## config.mk

```make
export PLATFORM = sky130hd
export DESIGN_NAME = bar_source_flat
export DESIGN_NICKNAME = d
export VERILOG_FILES = /design/src/rtl/bar_source_if.sv /design/src/rtl/bar_source.sv /design/src/flat_wrapper.sv
export SDC_FILE = /design/constraint.sdc
export NUM_CORES = 1
export LEC_CHECK = 0
export BUFFER_PORTS_ARGS = -buffer_cell sky130_fd_sc_hd__buf_2
export CAP_MARGIN = 20
export CORE_MARGIN = 8
export CORE_UTILIZATION = 57
export DETAILED_ROUTE_END_ITERATION = 6
export PLACE_DENSITY_LB_ADDON = 0.08
export SKIP_CTS_REPAIR_TIMING = 1
export SYNTH_ARGS = -nofsm -noshare
export SYNTH_HDL_FRONTEND = slang
export SYNTH_SLANG_ARGS = --single-unit
```

## constraint.sdc

```tcl
create_clock -name clk_i -period 3.9 [get_ports clk_i]
set_clock_uncertainty 0.1 [all_clocks]
set_input_delay 0.195 -clock clk_i [delete_from_list [all_inputs] [get_ports clk_i]]
set_output_delay 0.195 -clock clk_i [all_outputs]
set_load 0.02 [all_outputs]
```

## src/rtl/bar_source_if.sv

```systemverilog
// bar_if -- simple valid/ready word channel.
//   data  : 32-bit payload, driven by the producer
//   valid : producer has a word on data
//   ready : consumer accepts the word on an edge where valid is also high
interface bar_if;
    logic [31:0] data;
    logic        valid;
    logic        ready;

    modport producer (output data, output valid, input ready);
    modport consumer (input data, input valid, output ready);
endinterface

```

## src/rtl/bar_source.sv

```systemverilog
// bar_source -- circular FIFO that feeds a bar_if producer port.
//
// Ports:
//   clk_i       : clock, all state on rising edge
//   rst_ni      : asynchronous active-low reset
//   wr_data_i   : word to enqueue
//   wr_en_i     : enqueue request (dropped when full)
//   full_o      : buffer holds DEPTH words
//   level_o     : current occupancy, 0..DEPTH
//   overflow_o  : sticky, set once a write has been dropped
//   sent_cnt_o  : completed transfers on x, wraps at 2^16
//   x           : bar_if producer end (drives data/valid, reads ready)
//
// x.valid and x.data are both registered; the head word for the next cycle
// is worked out before the edge so valid never waits a cycle on the memory.
module bar_source #(
    parameter int DEPTH = 4
) (
    input  logic                     clk_i,
    input  logic                     rst_ni,
    input  logic [31:0]              wr_data_i,
    input  logic                     wr_en_i,
    output logic                     full_o,
    output logic [$clog2(DEPTH):0]   level_o,
    output logic                     overflow_o,
    output logic [15:0]              sent_cnt_o,
    bar_if.producer                  x
);

    localparam int PW = $clog2(DEPTH);
    localparam int LW = PW + 1;
    localparam logic [LW-1:0] DEPTH_L = LW'(DEPTH);

    logic [31:0]    mem_q [DEPTH];
    logic [PW-1:0]  rptr_q, rptr_d;
    logic [PW-1:0]  wptr_q, wptr_d;
    logic [LW-1:0]  level_q, level_d;
    logic           valid_q, valid_d;
    logic [31:0]    data_q, data_d;
    logic           ovf_q, ovf_d;
    logic [15:0]    sent_q, sent_d;

    logic           full;
    logic           wr_acc;
    logic           xfer;
    logic [31:0]    head_d;

    always_comb begin
        full    = (level_q == DEPTH_L);
        // Full is judged on the current level, so a pop on the same edge
        // does not make room for a write.
        wr_acc  = wr_en_i & ~full;
        // valid_q mirrors (level_q != 0), so it is the only pop qualifier.
        xfer    = valid_q & x.ready;

        rptr_d  = xfer   ? rptr_q + PW'(1) : rptr_q;
        wptr_d  = wr_acc ? wptr_q + PW'(1) : wptr_q;

        level_d = level_q;
        case ({wr_acc, xfer})
            2'b10:   level_d = level_q + LW'(1);
            2'b01:   level_d = level_q - LW'(1);
            default: level_d = level_q;
        endcase

        // The slot at the new read pointer is being written this very edge
        // only when the buffer ends up holding just the incoming word
        // (empty + write, or level 1 + write + pop); bypass memory then.
        if (wr_acc && (wptr_q == rptr_d)) head_d = wr_data_i;
        else                              head_d = mem_q[rptr_d];

        valid_d = (level_d != '0);
        data_d  = valid_d ? head_d : '0;
        ovf_d   = ovf_q | (wr_en_i & full);
        sent_d  = xfer ? sent_q + 16'd1 : sent_q;
    end

    // Storage has no reset; its contents are meaningless while level is 0.
    always_ff @(posedge clk_i) begin
        if (wr_acc) mem_q[wptr_q] <= wr_data_i;
    end

    always_ff @(posedge clk_i or negedge rst_ni) begin
        if (!rst_ni) begin
            rptr_q  <= '0;
            wptr_q  <= '0;
            level_q <= '0;
            valid_q <= 1'b0;
            data_q  <= '0;
            ovf_q   <= 1'b0;
            sent_q  <= '0;
        end else begin
            rptr_q  <= rptr_d;
            wptr_q  <= wptr_d;
            level_q <= level_d;
            valid_q <= valid_d;
            data_q  <= data_d;
            ovf_q   <= ovf_d;
            sent_q  <= sent_d;
        end
    end

    assign x.valid    = valid_q;
    assign x.data     = data_q;
    assign full_o     = full;
    assign level_o    = level_q;
    assign overflow_o = ovf_q;
    assign sent_cnt_o = sent_q;

endmodule

```

## src/flat_wrapper.sv

```systemverilog
// flat-port wrapper written by rule: the top's interface ports become plain ports
module bar_source_flat 
#(
    parameter int DEPTH = 4
)
  (clk_i, rst_ni, wr_data_i, wr_en_i, full_o, level_o, overflow_o, sent_cnt_o, x_data, x_valid, x_ready);
  bar_if x_i ();
  input  logic clk_i;
  input  logic rst_ni;
  input  logic [31:0] wr_data_i;
  input  logic wr_en_i;
  output logic full_o;
  output logic [$clog2(DEPTH):0] level_o;
  output logic overflow_o;
  output logic [15:0] sent_cnt_o;
  output wire logic [$bits(x_i.data)-1:0] x_data;
  output wire logic [$bits(x_i.valid)-1:0] x_valid;
  input wire logic [$bits(x_i.ready)-1:0] x_ready;
  assign x_data = x_i.data;
  assign x_valid = x_i.valid;
  assign x_i.ready = x_ready;
  bar_source #(.DEPTH(DEPTH)) u_core (.clk_i(clk_i), .rst_ni(rst_ni), .wr_data_i(wr_data_i), .wr_en_i(wr_en_i), .full_o(full_o), .level_o(level_o), .overflow_o(overflow_o), .sent_cnt_o(sent_cnt_o), .x(x_i));
endmodule
```

==> Yosys cells after proc, flatten, opt, wreduce, memory -nomap -nowiden <==
Memories as Yosys holds them, arrays and structs flattened.
Cells that the tools add are included.
{ "classes": {"add_sub_neg": 5, "bitwise_logic": 5, "n_eq_ne": 4, "n_reduce_logical": 2, "muxes": 6} }
{ "op_table": {"columns": ["cell", "count"], "rows": [
  ["32-bit 2-to-1 mux", 2],
  ["16-bit by 1-bit adder with 16-bit output, second input constant", 1],
  ["3-bit case mux with 2 select lines", 1],
  ["2-bit by 1-bit adder with 2-bit output, second input constant", 2],
  ["3-bit by 1-bit adder with 3-bit output, second input constant", 1],
  ["1-bit bitwise AND", 3],
  ["3-bit equality test, second input constant", 1],
  ["3-bit nonzero test", 1],
  ["3-bit by 1-bit subtractor with 3-bit output, second input constant", 1],
  ["2-bit by 1-bit equality test with 1-bit output, second input constant", 1],
  ["2-bit equality test", 1],
  ["2-bit equality test, second input constant", 1],
  ["1-bit 2-to-1 mux", 2],
  ["2-bit 2-to-1 mux", 1],
  ["1-bit logical AND", 1],
  ["1-bit inverter", 1],
  ["1-bit OR", 1]
]} }
{ "word_totals": {"in_bits": 36, "memories": 1, "wordCells": 30, "mem_bits_rw": 128, "regBits": 57, "out_inout_bits": 54} }
{ "memory_table": {"columns": ["name", "words", "width", "read_ports", "rd_ports_with_merged_regs", "write_ports", "line", "rtl"], "rows": [
  ["u_core.mem_q", 4, 32, 1, 0, 1, "bar_source.sv:34", "logic [31:0] mem_q [DEPTH];"]
]} }

==> Longest topological paths before layout <==
{ "depth": {"depth_word": 7, "ltp_mapped": 12, "depth_no_buf": 10} }

==> Least setup slack after synthesis <==
OpenSTA, ideal clock, no wires.
{ "synth_path": {"kind": "reg2reg", "startpoint": "register u_core.level_q[0] (netlist: u_core.level_o[0])", "endpoint": "register u_core.data_q[10] (netlist: u_core.x.data[10])", "stages_incl_launch_ff": 12, "setup_time_ps": 132, "period_less_slack_ps": 3310, "path_slack_ps": 590, "n_path_buf": 2, "arrival_time_ps": 3079, "required_time_ps": 3668, "cell_sequence": "dfrtp_1 nor3b_1 nor2b_1 buf_2 clkinv_1 ha_1 fa_1 mux2i_1 inv_1 nor3b_1 clkbuf_1 nor2_1"} }
{ "synth_between": {"elab_chain_len": 7, "word_cells_on_any_way": 12, "classes_between": "add/sub: 2; eq/ne: 3; mux: 3; bitwise: 2; reduce/logical: 2"} }
{ "synth_rtl": {"columns": ["item", "line", "rtl"], "rows": [
  ["from (decl)", "bar_source.sv:37", "logic [LW-1:0] level_q, level_d;"],
  ["from (signal assigned)", "bar_source.sv:95", "level_q <= level_d;"],
  ["3-bit equality test (*)", "bar_source.sv:49", "full = (level_q == DEPTH_L);"],
  ["net full_o", "flat_wrapper.sv:12", "output logic full_o;"],
  ["1-bit inverter (*)", "bar_source.sv:52", "wr_acc = wr_en_i & ~full;"],
  ["1-bit bitwise AND (*)", "bar_source.sv:52", null],
  ["2-bit by 1-bit equality test with 1-bit output / 2-bit equality test (equally long branches)", "bar_source.sv:60", "case ({wr_acc, xfer})"],
  ["3-bit case mux with 2 select lines (*)", "bar_source.sv:60", null],
  ["net u_core.level_d[1]", "bar_source.sv:37", null],
  ["3-bit nonzero test (*)", "bar_source.sv:72", "valid_d = (level_d != '0);"],
  ["32-bit 2-to-1 mux (*)", "bar_source.sv:73", "data_d = valid_d ? head_d : '0;"],
  ["net u_core.data_d[10]", "bar_source.sv:39", "logic [31:0] data_q, data_d;"],
  ["to (signal assigned)", "bar_source.sv:97", "data_q <= data_d;"],
  ["to (decl)", "bar_source.sv:39", null]
]} }
Mark *: on every way through the listed nets, which the timed path passes. The rest lies on a longest branch.
A chain may end at the register's enable or synchronous reset.

==> Worst setup path after layout <==
{ "layout_path": {"startpoint": "register u_core.level_q[2] (netlist: u_core.level_o[2])", "endpoint": "register u_core.data_q[28] (netlist: u_core.x.data[28])"} }
{ "layout_between": {"elab_chain_len": 7, "word_cells_on_any_way": 12, "classes_between": "add/sub: 2; eq/ne: 3; mux: 3; bitwise: 2; reduce/logical: 2"} }
{ "layout_rtl": {"columns": ["item", "line"], "rows": [
  ["3-bit equality test", "bar_source.sv:49"],
  ["1-bit inverter", "bar_source.sv:52"],
  ["1-bit bitwise AND", "bar_source.sv:52"],
  ["2-bit by 1-bit equality test with 1-bit output / 2-bit equality test (equally long branches)", "bar_source.sv:60"],
  ["3-bit case mux with 2 select lines", "bar_source.sv:60"],
  ["3-bit nonzero test", "bar_source.sv:72"],
  ["32-bit 2-to-1 mux (*)", "bar_source.sv:73"],
  ["net u_core.data_d[28]", "bar_source.sv:39"]
]} }
Marks and branches as above.

==> results.yml <==
outcome:
  status: "complete, no violations"
routing:
  ant_nets: 0
  wl_per_cell_um: 19.1
  firstDrtPassIters: 5
  drt_iter0_drc: 200
  top_layer: "met4"
  wl_met2_mm: 6.66
  wirelength_met1_mm: 5.84
  vias: 3694
  finalWirelength_mm: 13.3
  vias_per_cell: 5.32
  drc_errors: 0
  wl_met3_um: 623
power:
  p_per_area_nw_per_um2: 829
  peakVddDrop_v: 0.000407
  leakage_nw: 3.34
cells_and_area:
  layout.nets: 553
  final_common_cell: "edfxtp_1"
  fin_cells: 695
  drive_gt1_frac: 0.317
  diodes: 0
  area_delta_synth_final_pct: 22.5
  final_cell_mix: "edfxtp_1, buf_2, dfrtp_1"
  utilization: 0.704
  design_area_um2: 8740
global_routing:
  antenna_found_initial: 0
  globalRouteTotalUtil: 0.167
  overflow: 0
  grt_pass1_vias: 3630
  grt_max_degree: 35
  grt_pass1_wl_mm: 20.0
min_path:
  holdPathEnd: "u_core.sent_cnt_o[0]"
  min_path_type: "primary input to flip-flop"
  hold_start: "x_ready"
  holdPathStages: 3
timing:
  setup_tns_ps: 0
  period_share: 0.820
  slew_headroom: 0.353
  setup_slack_ps: 703
  setup_viol: 0
  max_freq_mhz: 313
  maxSlewViolCount: 0
  worst_pin_slew_ps: 970
  hold_violations: 0
  grt_setup_unrepaired: "false"
  min_period_ps: 3200
setup_path:
  timing_worst_setup_path_type: "flip-flop to flip-flop"
  required_ps: 4090
  end_kind: "flip-flop"
  r2r_setup_slack_ps: 700
  critical_path_arrival_ps: 3380
  worstRegToRegCells: 11
  r2r_start: "u_core.level_o[2]"
  startpoint_type: "flip-flop"
  cp_max_fo: 33
  r2r_end: "u_core.x.data[28]"
flow_run:
  maxCapViolations: 0
die:
  ios: 90
  die_area_um2: 16300
  rows: 41
  core_region_area_um2: 12400
  chipHeight_um: 128
  start_util: 0.574
  die_w_um: 128
synth:
  synth.net_count: 419
  ys_types: 31
  netlist_area_um2: 7130
  avgSynthCellArea_um2: 19.0
  ys_ff_latch: 185
  yosys_warnings: 0
  seq_area_frac_synth: 0.739
  synth_cells: 376
placement:
  pre_cts_slack_ps: 656
  place_inst: 629
  numPortBuffers: 89
  placed_area_um2: 7760
  gp_congestion: 0.696
  hpwl_mm: 7.73
clock_network:
  cts_tree: "done"
  clockBufferDepth: 2
  cts_root_buffer: "clkbuf_16"
  clkSinkCount: 185
  ctsHtreeMaxLevel: 4
  clock_latency_ps: 410
  cts_buffers: 17
  cts.clk_slew.worst_paths_ps: 60
flip-flops by register name, summed over array words and instances, names as in the netlist:
signal / flops
u_core.x.valid: 1
u_core.wptr_q: 2
u_core.rptr_q: 2
u_core.mem_q: 128
u_core.overflow_o: 1
u_core.sent_cnt_o: 16
u_core.level_o: 3
u_core.x.data: 32
layer usage:
layer | vias to the layer above | track usage
met3 | 16 | 0.0462
met1 | 1892 | 0.213
met4 | 0 | 0.0587
met5 | - | 0
met2 | 90 | 0.269
li1 | 1696 | -
cell usage after synthesis, drive strengths merged:
cell type  count  share of area
fa             1         0.0028
mux2i         33          0.046
nor3b          2         0.0021
and2           4         0.0035
ha             6          0.011
a21o           1         0.0011
nor3           2         0.0014
inv            6         0.0032
o21ai          1        0.00070
clkinv         1        0.00053
mux4          32           0.10
and3           1        0.00088
buf           10          0.013
edfxtp       128           0.54
xnor2         18          0.023
nand4          6         0.0053
xor2           4         0.0049
or4            1         0.0016
or3            2         0.0018
clkbuf         3         0.0016
a21boi         1         0.0011
nand2         12         0.0067
dfrtp         57           0.20
nor2b          1        0.00088
nand3          5         0.0035
a31oi          1         0.0030
and3b          1         0.0014
nor2          36          0.019
area by class of cell:
class | instances | area [um2]
Clock buffer | 19 | 433
Sequential cell | 185 | 5270
Inverter | 7 | 26.3
Timing Repair Buffer | 128 | 836
Tap cell | 172 | 215
Clock inverter | 13 | 201
Multi-Input combinational cell | 171 | 1760
Fill cell | 836 | 3670
critical path, stage by stage (launching register included):
cell and delay, ps:
dfrtp_1 400, nor3b_1 170, nor2b_1 390, clkinv_1 230
ha_1 270, fa_1 390, xnor2_1 170, nor2_1 60
xnor2_1 170, nor3b_2 190, buf_4 400, nor2_1 100
power breakdown:
group          total, mW  internal [mW]  switching, mW
sequential          2.88           2.68          0.203
combinational       2.55           1.11           1.44
clock               1.82           1.13          0.685
total               7.25           4.92           2.33
cell families (layout without fill, tap and decap cells):
| logic type | count (synthesis) | count (layout) | share of synthesized area |
|---|---|---|---|
| flip-flops | 185 | 185 | 0.739 |
| AND/OR/NAND/NOR | 73 | 73 | 0.0479 |
| multiplexers | 65 | 65 | 0.147 |
| XOR/XNOR | 22 | 22 | 0.0281 |
| buffers and inverters | 20 | 167 | 0.0186 |
| adder cells (fa/ha/maj) | 7 | 7 | 0.0133 |
| AO/OA/AOI/OAI | 4 | 4 | 0.00579 |
stage by stage:
stage                     total power [mW]  hold WS (ps)
after floorplan                       4.77          -201
after global placement                5.43           145
after detailed placement              5.51           158
after CTS                             7.33          -296
after global routing                  7.64          97.8
final                                 7.25          99.1
worst max path at each step:
| stage | from | end | slack, ps | cells past startpoint |
|---|---|---|---|---|
| final | u_core.level_o[2] | u_core.x.data[28] | 700 | 11 |
| after global routing | u_core.level_o[2] | u_core.x.data[26] | 360 | 11 |
| after CTS | u_core.level_o[2] | u_core.x.data[28] | 630 | 11 |
| after detailed placement | u_core.level_o[2] | u_core.x.data[21] | 660 | 11 |
| after global placement | u_core.level_o[2] | u_core.x.data[0] | 870 | 11 |
| after floorplan | u_core.level_o[0] | u_core.x.data[10] | 590 | 11 |
(Power assumes the default switching activity.)
